--- src/rtl/seven_segment.sv ---
// seven_segment: BCD to seven-segment decoder with lamp test, blanking and one registered output stage.
module seven_segment #(
  parameter bit ACTIVE_LOW = 1'b0
) (
  input  logic clk,
  input  logic rst,
  input  logic W,
  input  logic X,
  input  logic Y,
  input  logic Z,
  input  logic LT,
  input  logic BL,
  output logic A,
  output logic B,
  output logic C,
  output logic D,
  output logic E,
  output logic F,
  output logic G
);
  logic [3:0] w_digit;
  logic [6:0] w_dec;
  logic [6:0] w_sel;
  logic [6:0] r_seg;
  assign w_digit = {W, X, Y, Z};
  // Logical patterns {a,b,c,d,e,f,g}, 1 = lit; codes 10..15 blank.
  always_comb begin
    case (w_digit)
      4'd0:    w_dec = 7'b1111110;
      4'd1:    w_dec = 7'b0110000;
      4'd2:    w_dec = 7'b1101101;
      4'd3:    w_dec = 7'b1111001;
      4'd4:    w_dec = 7'b0110011;
      4'd5:    w_dec = 7'b1011011;
      4'd6:    w_dec = 7'b1011111;
      4'd7:    w_dec = 7'b1110000;
      4'd8:    w_dec = 7'b1111111;
      4'd9:    w_dec = 7'b1111011;
      default: w_dec = 7'b0000000;
    endcase
  end
  assign w_sel = (LT ? 7'b1111111 : BL ? 7'b0000000 : w_dec) ^ {7{ACTIVE_LOW}};
  always_ff @(posedge clk or posedge rst)
    if (rst) r_seg <= {7{ACTIVE_LOW}};
    else     r_seg <= w_sel;
  assign {A, B, C, D, E, F, G} = r_seg;
endmodule

--- config.mk ---
export PLATFORM = sky130hd
export DESIGN_NAME = seven_segment
export DESIGN_NICKNAME = d
export VERILOG_FILES = /design/src/rtl/seven_segment.sv
export SDC_FILE = /design/constraint.sdc
export NUM_CORES = 1
export LEC_CHECK = 0
export ABC_CLOCK_PERIOD_IN_PS = 800
export CORE_AREA = 4 4 41 43
export DETAILED_ROUTE_END_ITERATION = 16
export DIE_AREA = 0 0 45 47
export PLACE_DENSITY = 0.66
export SETUP_SLACK_MARGIN = 0.5
export SYNTH_ARGS = -nofsm -noshare
export SYNTH_HDL_FRONTEND = slang
export SYNTH_SLANG_ARGS = --single-unit
--- constraint.sdc ---
create_clock -name clk -period 0.8 [get_ports clk]
set_input_delay 0.16 -clock clk [delete_from_list [all_inputs] [get_ports clk]]
set_output_delay 0.16 -clock clk [all_outputs]
set_load 0.005 [all_outputs]
# == Yosys cells after proc, flatten, opt, wreduce, memory -nomap -nowiden ==
# Memory sizes are Yosys's and may differ from the RTL's.
# Index checks and enable logic that the tools add are counted.
# word_totals
input_bits,8
output_inout_bits,7
register_bits,7
romBits,112
wordCells,4
memories,1
# classes
mux,2
# mem_list
name,words,word_bits,read_ports,rd_clocked_by_memory_dff,wr,line_no,rtl
(no name shown),16,7,1,0,0,28,case (w_digit)
# op_table
operator,n
2-to-1 mux 7 bit,2

# == Longest topological paths before layout ==
# An unclocked memory read counts as a cell.
# logic_depth
word_depth,3
mapped_depth,5
mapped_depth_nobuf,5

# == Worst setup path after synthesis ==
# No wires, ideal clock.
# synth_timing
path_kind,input to register
start,in Y
end,reg r_seg[3]
setup_ns,0.124
slack_ns,-0.260
t_required_ns,0.676
n_path_buf,0
path_stages,4
arrival_time_ns,0.937
cell_sequence,inv_1 ha_1 and4bb_1 a211o_1
# synth_between
elab_chain_cells,3
# synth_lines
item,line_no,rtl
from (decl),9,"input logic Y,"
memory read (16 x 7 bit),--,
2-to-1 mux 7 bit (2 in series),42,assign w_sel = (LT ? 7'b1111111 : BL ? 7'b0000000 : w_dec) ^ {7{ACTIVE_LOW}};
via w_sel[3],23,logic [6:0] w_sel;
to (signal assigned),44,if (rst) r_seg <= {7{ACTIVE_LOW}};
to (signal assigned),45,else r_seg <= w_sel;
to (decl),24,logic [6:0] r_seg;
# The timed path passes the listed nets, and every way through them passes these cells.

# == Final worst setup path ==
# Ends and elaborated chain as after synthesis.

==> reports/summary.txt <==
Vias per Instance -> 4.63
Initial Util -> 32.1%
layout cell share with drive strength beyond 1 -> 64.8%
diodes inserted -> 0
FMAX -> 1.11 GHz
Boundary Pins -> 15
post-DR wirelength/cell -> 12.7 um
die extent in x -> 45 um
placed standard-cell area -> 694 um2
Reg clk slew, reported paths -> 0.05 ns
Core ar. -> 1300 um2
Peak VDD IR -> 0.000548 V
YS warnings -> 0
Finished Cell Area -> 846 um2
CP Data Required Time -> 0.94 ns
WHS -> 0.108 ns
# hold bufs at CTS -> 0
max-cap violations -> 0
Avg Inst Size Synth -> 10.7 um2
CTS H-tree depth -> 1
Seq/Total Area, Yosys -> 41.9%
multiplexer share of the synthesized area -> 5.09%
RSZ-0062 raised after global routing -> true
xor/xnor share of the synthesized area -> 2.10%
final period utilization -> 113%
Post-Syn Nets -> 52
PwrDens -> 1220 nW/um2
All-Layer GR Usage -> 11.9%
largest family of logic cells by synthesized area -> compound AO/OA/AOI/OAI gates
Cell Rows -> 13
post-route setup TNS -> -0.742 ns
vias -> 398
Synth Flop Type -> dfrtp_1
crit path kind -> in -> reg
CTS tree -> done
DP HPWL -> 774 um
Worst-Margin Slew -> 0.234 ns
Synth Cell Area -> 418 um2
asr flop ratio synth -> 100%
Detailed Routing Iterations Pass 1 -> 4
final worst setup slack -> -0.100 ns
Die Area -> 2120 um2
Max FO, Critical Path -> 3
Final Wtd Congestion -> 0.719
largest net degree at the start of global routing -> 9
top cells by area, synth -> dfrtp_1 42%, ha_1 15%, inv_1 4.5%, a211o_1 4.2%, o21ai_0 3.6%
post-synthesis simple-gate area fraction -> 13.5%
Cells after DPL -> 77
Netlist cell types -> 19
CP arrival -> 1.04 ns
Post-layout nets -> 85
failing checks -> setup timing
Biggest register -> r_seg
Worst setup EP type -> flop
Synth Instances -> 39
max reg flops -> 7
Root Driver -> clkbuf_4
CTS max path bufs -> 2
Yosys top cell area share -> 41.9%
outcome -> complete, but fails checks
Routed Antenna Nets -> 0
Post-Synth Adder-Cell Area -> 15.0%
Top Registers -> r_seg (7)
startpoint types -> input port
Design Power -> 1.03 mW
starting DRC count in detailed routing -> 9
Die Ht -> 47 um
Slew headroom -> 84.4%
Pleak -> 0.379 nW
fin crit period -> 0.900 ns
TritonCTS Buffers -> 3
final wirelength -> 1090 um
vias in the first global route -> 382
Layout area overhead -> 102%
Hold WC Path Type -> in -> async
final max-slew violation count -> 0
synth cell count leaders -> 7 x dfrtp_1, 5 x ha_1, 5 x inv_1
first-pass GRT wire length -> 1670 um
Remaining DRCs -> 0
Finished Layout Cells -> 86
Port-buffer cells -> 14
initial antenna violation count -> 0
FF+latch count, synth -> 7
most frequent cell after synthesis -> dfrtp_1
number of hold violations in the final report -> 0
setup violators final -> 10
Post-synth EDFFs -> 0
gr ovfl total -> 0
clock sinks -> 7
dominant cell type by area after synthesis -> dfrtp_1
compound-cell area share of the yosys netlist -> 15.3%
## power by group
group          total, mW  leakage [nW]  internal [mW]  switching (mW)
Combinational      0.319         0.286          0.179           0.140
Sequential         0.385        0.0776          0.380         0.00490
Clock              0.328        0.0150          0.191           0.137
## per-layer routing
layer | up-vias | global-route usage (%) | part of all wire, %
met5 | - | 0 | 0
met2 | 19 | 22.0 | 53
li1 | 199 | - | -
met4 | 0 | 8.77 | 1.9
met3 | 3 | 4.21 | 11
met1 | 177 | 10.7 | 34
## how the worst max path moves through the flow
stage | from | to | slack, ns | cells after the start
after global placement | Y | r_seg[3] | -0.78 | 6
after CTS | Y | r_seg[3] | -0.12 | 6
after global routing | r_seg[4] | C | -0.13 | 1
after floorplan | Z | r_seg[3] | -0.11 | 4
final | Y | r_seg[3] | -0.10 | 6
after detailed placement | Y | r_seg[3] | -0.78 | 6
## metrics by stage
stage               setup WS, ns  utilization (%)
floorplan                 -0.109                -
global placement          -0.775             53.4
detailed placement        -0.775             53.4
CTS                       -0.120             62.3
global route              -0.131             65.0
finish                    -0.100             65.0
## worst max-delay path: stages
cell and delay (ns):
buf_6 0.10, buf_8 0.13, inv_12 0.05, ha_4 0.19
and4bb_1 0.19, a211o_1 0.22
## final cells by class
cell class,count,area [um2]
Clock buffer,4,26.3
Fill cell,111,455
Inverter,5,43.8
Multi-Input combinational cell,26,330
Sequential cell,7,175
Tap cell,15,18.8
Timing Repair Buffer,29,251
## timing repair
item / CTS / global route
pin swaps: 8 / 5
buffers inserted: 5 / 0
setup endpoints to repair: 21 / 14
gates resized for setup: 70 / 8
cloned: 0 / 0
## kinds of logic (layout without fill, tap and decap cells)
family                     after synthesis  after routing
and+or+nand+nor                          8              8
xor gates and xnor gates                 1              1
AOI/OAI and AO/OA                       10             10
DFF                                      7              7
adders and majority gates                5              5
muxes                                    2              2
buffers and inverters                    6             38
## placed cells by master (no fill, tap or decap)
master           count
buf_2                9
buf_6                9
dfrtp_1              7
buf_4                6
ha_4                 5
o21ai_1              3
clkbuf_4             3
inv_12               2
nor2b_4              2
a211o_1              2
inv_1                2
buf_8                2
a211oi_1             1
or2_4                1
nor2_1               1
or3_1                1
nor2_2               1
a31oi_4              1
mux2i_1              1
and4bb_1             1
a21oi_2              1
o21bai_1             1
a21oi_1              1
xor2_1               1
nor4b_4              1
mux2_4               1
inv_2                1
clkbuf_1             1
dlygate4sd2_1        1
clkdlybuf4s15_2      1
clkdlybuf4s50_1      1
No activity file was read; power rests on OpenSTA's default activity.
